File: src/rtl/rx_cmd_decoder.sv
// Command-frame decoder behind the UART receiver: assembles opcode/operand bytes
// into register-write, register-read and ALU strobes, aborting frames on bad bytes or stalls.
module rx_cmd_decoder #(
    parameter int unsigned       DATA_W      = 8,
    parameter int unsigned       ADDR_W      = 4,
    parameter logic [DATA_W-1:0] CMD_WR      = 8'hAA,
    parameter logic [DATA_W-1:0] CMD_RD      = 8'hBB,
    parameter logic [DATA_W-1:0] CMD_ALU_OP  = 8'hCC,
    parameter logic [DATA_W-1:0] CMD_ALU_NOP = 8'hDD,
    parameter logic [15:0]       TIMEOUT     = 16'd0
) (
    input  logic              clk,
    input  logic              RST,
    input  logic              rx_valid,
    input  logic [DATA_W-1:0] rx_data,
    input  logic              par_err,
    input  logic              stp_err,
    output logic              wr_en,
    output logic              rd_en,
    output logic [ADDR_W-1:0] addr,
    output logic [DATA_W-1:0] wr_data,
    output logic              alu_en,
    output logic [3:0]        alu_fun,
    output logic              frame_err,
    output logic              cmd_err,
    output logic              busy
);

    typedef enum logic [2:0] {
        S_IDLE,
        S_WR_ADDR,
        S_WR_DATA,
        S_RD_ADDR,
        S_OP_A,
        S_OP_B,
        S_ALU_FUN
    } state_e;

    state_e            state_q, state_d;
    logic [15:0]       timer_q, timer_d;
    logic              wr_en_q, wr_en_d;
    logic              rd_en_q, rd_en_d;
    logic              alu_en_q, alu_en_d;
    logic              frame_err_q, frame_err_d;
    logic              cmd_err_q, cmd_err_d;
    logic              busy_q, busy_d;
    logic [ADDR_W-1:0] addr_q, addr_d;
    logic [DATA_W-1:0] wr_data_q, wr_data_d;
    logic [3:0]        alu_fun_q, alu_fun_d;

    logic byte_ok;
    logic byte_bad;
    logic is_opcode;
    logic timeout_hit;

    assign byte_ok   = rx_valid && !par_err && !stp_err;
    assign byte_bad  = rx_valid && (par_err || stp_err);
    assign is_opcode = (rx_data == CMD_WR) || (rx_data == CMD_RD) ||
                       (rx_data == CMD_ALU_OP) || (rx_data == CMD_ALU_NOP);
    // A byte landing on the expiry cycle wins over the timeout.
    assign timeout_hit = (TIMEOUT != 16'd0) && (state_q != S_IDLE) &&
                         !rx_valid && (timer_q == TIMEOUT);

    always_ff @(posedge clk or negedge RST) begin
        if (!RST) begin
            state_q     <= S_IDLE;
            timer_q     <= '0;
            wr_en_q     <= 1'b0;
            rd_en_q     <= 1'b0;
            alu_en_q    <= 1'b0;
            frame_err_q <= 1'b0;
            cmd_err_q   <= 1'b0;
            busy_q      <= 1'b0;
            addr_q      <= '0;
            wr_data_q   <= '0;
            alu_fun_q   <= '0;
        end else begin
            state_q     <= state_d;
            timer_q     <= timer_d;
            wr_en_q     <= wr_en_d;
            rd_en_q     <= rd_en_d;
            alu_en_q    <= alu_en_d;
            frame_err_q <= frame_err_d;
            cmd_err_q   <= cmd_err_d;
            busy_q      <= busy_d;
            addr_q      <= addr_d;
            wr_data_q   <= wr_data_d;
            alu_fun_q   <= alu_fun_d;
        end
    end

    always_comb begin
        state_d = state_q;
        timer_d = '0;
        if (byte_bad || timeout_hit) begin
            state_d = S_IDLE;
        end else if (byte_ok) begin
            case (state_q)
                S_IDLE: begin
                    if (rx_data == CMD_WR)           state_d = S_WR_ADDR;
                    else if (rx_data == CMD_RD)      state_d = S_RD_ADDR;
                    else if (rx_data == CMD_ALU_OP)  state_d = S_OP_A;
                    else if (rx_data == CMD_ALU_NOP) state_d = S_ALU_FUN;
                end
                S_WR_ADDR: state_d = S_WR_DATA;
                S_WR_DATA: state_d = S_IDLE;
                S_RD_ADDR: state_d = S_IDLE;
                S_OP_A:    state_d = S_OP_B;
                S_OP_B:    state_d = S_ALU_FUN;
                S_ALU_FUN: state_d = S_IDLE;
                default:   state_d = S_IDLE;
            endcase
        end
        if (TIMEOUT != 16'd0 && state_q != S_IDLE && !rx_valid && !timeout_hit) begin
            timer_d = timer_q + 16'd1;
        end
    end

    always_comb begin
        wr_en_d     = 1'b0;
        rd_en_d     = 1'b0;
        alu_en_d    = 1'b0;
        cmd_err_d   = 1'b0;
        frame_err_d = byte_bad || timeout_hit;
        addr_d      = addr_q;
        wr_data_d   = wr_data_q;
        alu_fun_d   = alu_fun_q;
        busy_d      = (state_d != S_IDLE);
        if (byte_ok && !timeout_hit) begin
            case (state_q)
                S_IDLE:    cmd_err_d = !is_opcode;
                S_WR_ADDR: addr_d = rx_data[ADDR_W-1:0];
                S_WR_DATA: begin
                    wr_data_d = rx_data;
                    wr_en_d   = 1'b1;
                end
                S_RD_ADDR: begin
                    addr_d  = rx_data[ADDR_W-1:0];
                    rd_en_d = 1'b1;
                end
                // Operands with the ALU opcode land in registers 0 and 1.
                S_OP_A: begin
                    addr_d    = '0;
                    wr_data_d = rx_data;
                    wr_en_d   = 1'b1;
                end
                S_OP_B: begin
                    addr_d    = ADDR_W'(1);
                    wr_data_d = rx_data;
                    wr_en_d   = 1'b1;
                end
                S_ALU_FUN: begin
                    alu_fun_d = rx_data[3:0];
                    alu_en_d  = 1'b1;
                end
                default: ;
            endcase
        end
    end

    assign wr_en     = wr_en_q;
    assign rd_en     = rd_en_q;
    assign alu_en    = alu_en_q;
    assign frame_err = frame_err_q;
    assign cmd_err   = cmd_err_q;
    assign busy      = busy_q;
    assign addr      = addr_q;
    assign wr_data   = wr_data_q;
    assign alu_fun   = alu_fun_q;

endmodule

File: config.mk
export PLATFORM = sky130hd
export DESIGN_NAME = rx_cmd_decoder
export DESIGN_NICKNAME = d
export VERILOG_FILES = /design/src/rtl/rx_cmd_decoder.sv
export SDC_FILE = /design/constraint.sdc
export NUM_CORES = 1
export LEC_CHECK = 0
export BUFFER_PORTS_ARGS = -buffer_cell sky130_fd_sc_hd__buf_2
export CAP_MARGIN = 30
export CORE_ASPECT_RATIO = 0.7
export CORE_MARGIN = 3
export CORE_UTILIZATION = 44
export CTS_CLUSTER_SIZE = 14
export DETAILED_ROUTE_END_ITERATION = 8
export GPL_TIMING_DRIVEN = 0
export PLACE_DENSITY = 0.85
export SYNTH_ARGS = -nofsm -noshare
export SYNTH_HDL_FRONTEND = slang
export SYNTH_SLANG_ARGS = --single-unit
export TNS_END_PERCENT = 20
File: constraint.sdc
create_clock -name clk -period 1.49 [get_ports clk]
set_input_delay 0.3725 -clock clk [delete_from_list [all_inputs] [get_ports clk]]
set_output_delay 0.3725 -clock clk [all_outputs]
set_load 0.005 [all_outputs]
* After elaboration in Yosys (flattened, before gate mapping) *
Cells that the tools add are included.

cells by class
  add/subtract/negate cells = 0
  multiply operators = 0
  div/mod/pow operators = 0
  magnitude comparators = 0
  equality and inequality tests = 10
  shift operators = 0
  muxes and demuxes = 16
  bitwise logic cells = 0
  reductions and logical operators = 18

operators by type and width
  kind                                                  number
  equality test 8 bit (second input constant)           4
  two-way mux 3 bit                                     6
  one-hot mux 3 bit (4 select lines)                    1
  one-hot mux 4 bit (3 select lines)                    1
  equality test 3 bit (second input constant)           3
  two-way mux 1 bit                                     8
  equality test 3 x 2 -> 1 bit (second input constant)  2
  AND reduction 2 bit                                   3
  nonzero test 3 bit                                    2
  logical OR 1 bit                                      4
  equality test 3 x 1 -> 1 bit (second input constant)  1
  logical AND 1 bit                                     3
  zero test 1 bit                                       3
  zero test 3 bit                                       1
  OR reduction 3 bit                                    1
  OR reduction 2 bit                                    1

storage, ports and cells
  flip-flop bits (word level) = 25
  bits in latches = 0
  bits in writable memories = 0
  memory bits (read-only) = 0
  input bits = 13
  output and inout port bits = 22
  logic and storage cells = 54
  memories kept = 0

* Longest topological paths before layout *
  word-level depth = 9
  mapped depth = 5
  mapped depth without buffers = 4

* Worst setup path before layout *
No wires, ideal clock.

  path kind = input-to-reg
  from = input port par_err
  to = register alu_fun_q[0], in the netlist alu_fun[0]
  library setup time = 0.125 ns
  arrival time = 1.377 ns
  slack = -0.012 ns
  cell stages on the path = 3
  path buffers = 0
  path through = or3b_4 > nor3_4 > mux2_2

on the way
  longest elaborated chain between the ends = 4

RTL lines
  item                                  RTL line  text
  start, declared                       16        input logic par_err,
  zero test 1 bit                       56        assign byte_ok = rx_valid && !par_err && !stp_err;
  logical AND 1 bit (2 in series)       56
  AND reduction 2 bit (no source line)  n/a
  end signal, assigned                  88        alu_fun_q <= alu_fun_d;
  end, declared                         49        logic [3:0] alu_fun_q, alu_fun_d;

Every way passes these cells.
A chain may end at the register's enable or synchronous reset.

* Worst setup path in the final report *
  from = register state_q[2]
  to = register wr_data_q[3], in the netlist wr_data[3]

on the way
  longest elaborated chain between the ends = 3
  elaborated cells between the ends (all ways) = 5
  those cells by class = eq/ne: 3; reduce/logical: 2

RTL lines
  item                                                                        RTL line  text
  start, declared                                                             39        state_e state_q, state_d;
  start signal, assigned                                                      78        state_q <= state_d;
  equality test 3 bit / equality test 3 x 2 -> 1 bit (equally long branches)  130       case (state_q)
  OR reduction 3 bit (no source line) (*)                                     n/a
  AND reduction 2 bit (no source line) (*)                                    n/a
  end signal, assigned                                                        87        wr_data_q <= wr_data_d;
  end, declared                                                               48        logic [DATA_W-1:0] wr_data_q, wr_data_d;

Every way passes the cells marked *; elsewhere a longest branch is shown, timed or not.

==> impl_metrics.yaml <==
logic_synthesis:
  async_reset_ff_frac: 1.00
  synth_seq_area_share: 0.578
  synth-edff-count: 0
  synth_simple_gate_area_frac: 0.171
  avgSynthCellArea_um2: 12.4
  synth_seq_cells: 25
  synth-compound-area-share: 0.104
  ys_warn_count: 0
  synth.cell_area_mm2: 0.00108
  synth_mux_area_frac: 0.125
  synth_fa_ha_area_frac: 0
  syn_inst: 87
  synth_top_family_by_area: "simple AND/OR/NAND/NOR gates"
  syn-num-nets: 100
  ys_types: 32
  synthFlopType: "dfrtp_1"
  yosys.area_share.xor_xnor: 0.00809
die:
  rows: 14
  fp.dieH_um: 47.5
  io_pins: 35
  start_util: 0.483
  die_w_um: 65.3
  core-area_mm2: 0.00224
  die_area_mm2: 0.00310
critical_path:
  crit_arrival_ps: 1650
  critPathCaptureType: "flop"
  regToRegStartpoint: "state_q[2]"
  critPathKind: "reg -> reg"
  r2r_end: "wr_data[3]"
  worstSetupStartpoint: "state_q[2]"
  crit_fanout: 9
  critPathLaunchType: "flop"
  r2r_cells: 5
  reg2reg_slack_ps: 50
  required_ps: 1690
  cp-endpoint: "wr_data[3]"
place:
  dp_cells: 153
  routabilityCongestion: 0.775
  io_buffer_count: 34
  place_hpwl_um: 1710
global_routing:
  grt_overflow_total: 0
  grt_pass1_vias: 829
  grt_max_degree: 26
  grt-busiest-layer: "met2"
  grtUsageMet3: 0.0587
  use_met1: 0.213
  grt_pass1_wl_um: 3770
  grt.total_usage: 0.164
  grt_antenna_before_repair: 0
  grtUsageMet2: 0.278
clock_network:
  cts_sinks: 25
  cts.htree.levels: 1
  cts_root_buffer: "clkbuf_4"
  cts_tree: "done"
  clk_latency_ps: 310
  numCtsBuffers: 3
  cts_buffer_depth: 2
  path_clk_slew_ps: 130
finish:
  num_antenna_cells: 0
  final_cells: 159
  final_nets: 141
  area_delta_synth_final_pct: 25.9
  post-route-util: 0.608
  final_cell_mix: "buf_2, dfrtp_1, mux2_2"
  final_common_cell: "buf_2"
  drive_gt1_frac: 0.457
timing:
  grt_setup_unrepaired: "true"
  max_freq_ghz: 0.694
  holdWs_ps: 23.5
  slew_violations: 0
  relSlewSlack: 0.634
  setup_viol_count_final: 0
  fin_crit_ps: 1440
  fin_skew_ps: 7.82
  worstMarginPinSlew_ps: 549
  period_share: 0.968
  hold_viol: 0
  fin_tns_setup_ps: 0
routing:
  first_pass_iters: 4
  antenna_left: 0
  viasPerCell: 5.30
  drtIter0Drc: 15
  vias: 843
  avgRoutedWirePerCell_um: 14.5
  drt-total-wl_um: 2310
  route.detailed.drc: 0
flow_run:
  drv_cap: 0
power:
  peakVddDrop_mv: 0.472
  power.leakage_nw: 0.724
  powerDensity_mw_per_mm2: 796
hold_path:
  worstHoldPathType: "in -> async"
run_status:
  status: "complete, no violations"
-- metrics by stage --
stage          setup slack (ps)  instance area (um^2)  power (mW)
3_3_place_gp               -175                  1290       0.804
6_report                   48.3                  1360        1.08
3_5_place_dp               -220                  1290       0.809
5_1_grt                   -23.0                  1360        1.14
4_1_cts                    26.4                  1340        1.10
2_1_floorplan              20.1                  1080       0.745
-- state kept, by name, indices dropped and copies added, names as in the netlist, 3 cells and up --
register,cells
addr,4
alu_fun,4
wr_data,8
state_q,3
-- worst min path at each step --
stage	startpoint	end	slack, ps
6_report	RST	alu_fun[1]	20
5_1_grt	RST	addr[2]	40
4_1_cts	RST	busy	40
3_5_place_dp	RST	addr[3]	390
3_3_place_gp	RST	addr[3]	370
2_1_floorplan	RST	addr[0]	80
-- layout make-up --
cell class | count | area [um^2]
Fill cell | 207 | 880
Sequential cell | 25 | 627
Multi-Input combinational cell | 58 | 449
Timing Repair Buffer | 37 | 205
Tap cell | 32 | 40.0
Clock buffer | 4 | 26.3
Buffer | 1 | 7.51
Inverter | 2 | 7.51
-- report_power, final --
group	total (mW)	internal [mW]	switching, mW	leakage (nW)
clock	0.291	0.105	0.186	0.0150
sequential	0.698	0.692	0.00610	0.328
combinational	0.0957	0.0419	0.0538	0.381
-- kinds of logic (layout without fill, tap and decap cells) --
| group | Yosys count | in the layout |
|---|---|---|
| buffers and inverters | 4 | 44 |
| XOR/XNOR | 1 | 1 |
| flip-flops | 25 | 25 |
| AO/OA/AOI/OAI | 18 | 18 |
| multiplexers | 12 | 12 |
| AND/OR/NAND/NOR | 27 | 27 |
-- critical path: stages (launching register included) --
cell and delay [ps]:
dfrtp_1 420, buf_4 140, nor2b_1 140, o21ai_2 170
buf_12 140, mux2_2 330
-- timing repair --
item,4_1_cts,5_1_grt
pin swaps,2,1
buffers inserted,1,2
resized for setup,3,3
hold buffers,0,0
endpoints found under the setup margin,12,12
-- cell usage after synthesis (2+ instances only) --
library cell / instances / area (um^2)
mux2_1: 3 / 33.8
dfrtp_1: 25 / 626
and3_1: 3 / 18.8
o21ai_0: 4 / 20.0
nor3_1: 2 / 10.0
nand2_1: 8 / 30.0
clkbuf_1: 2 / 7.51
mux2_2: 9 / 101
nor4bb_1: 2 / 20.0
inv_1: 2 / 7.51
a21oi_1: 6 / 30.0
-- routing by layer --
metal  vias to the layer above  part of all wire
met4                         0            0.0035
met3                         2             0.078
li1                        407                 -
met5                         -                 0
met2                        27              0.47
met1                       407              0.45
(Power assumes the default switching activity.)
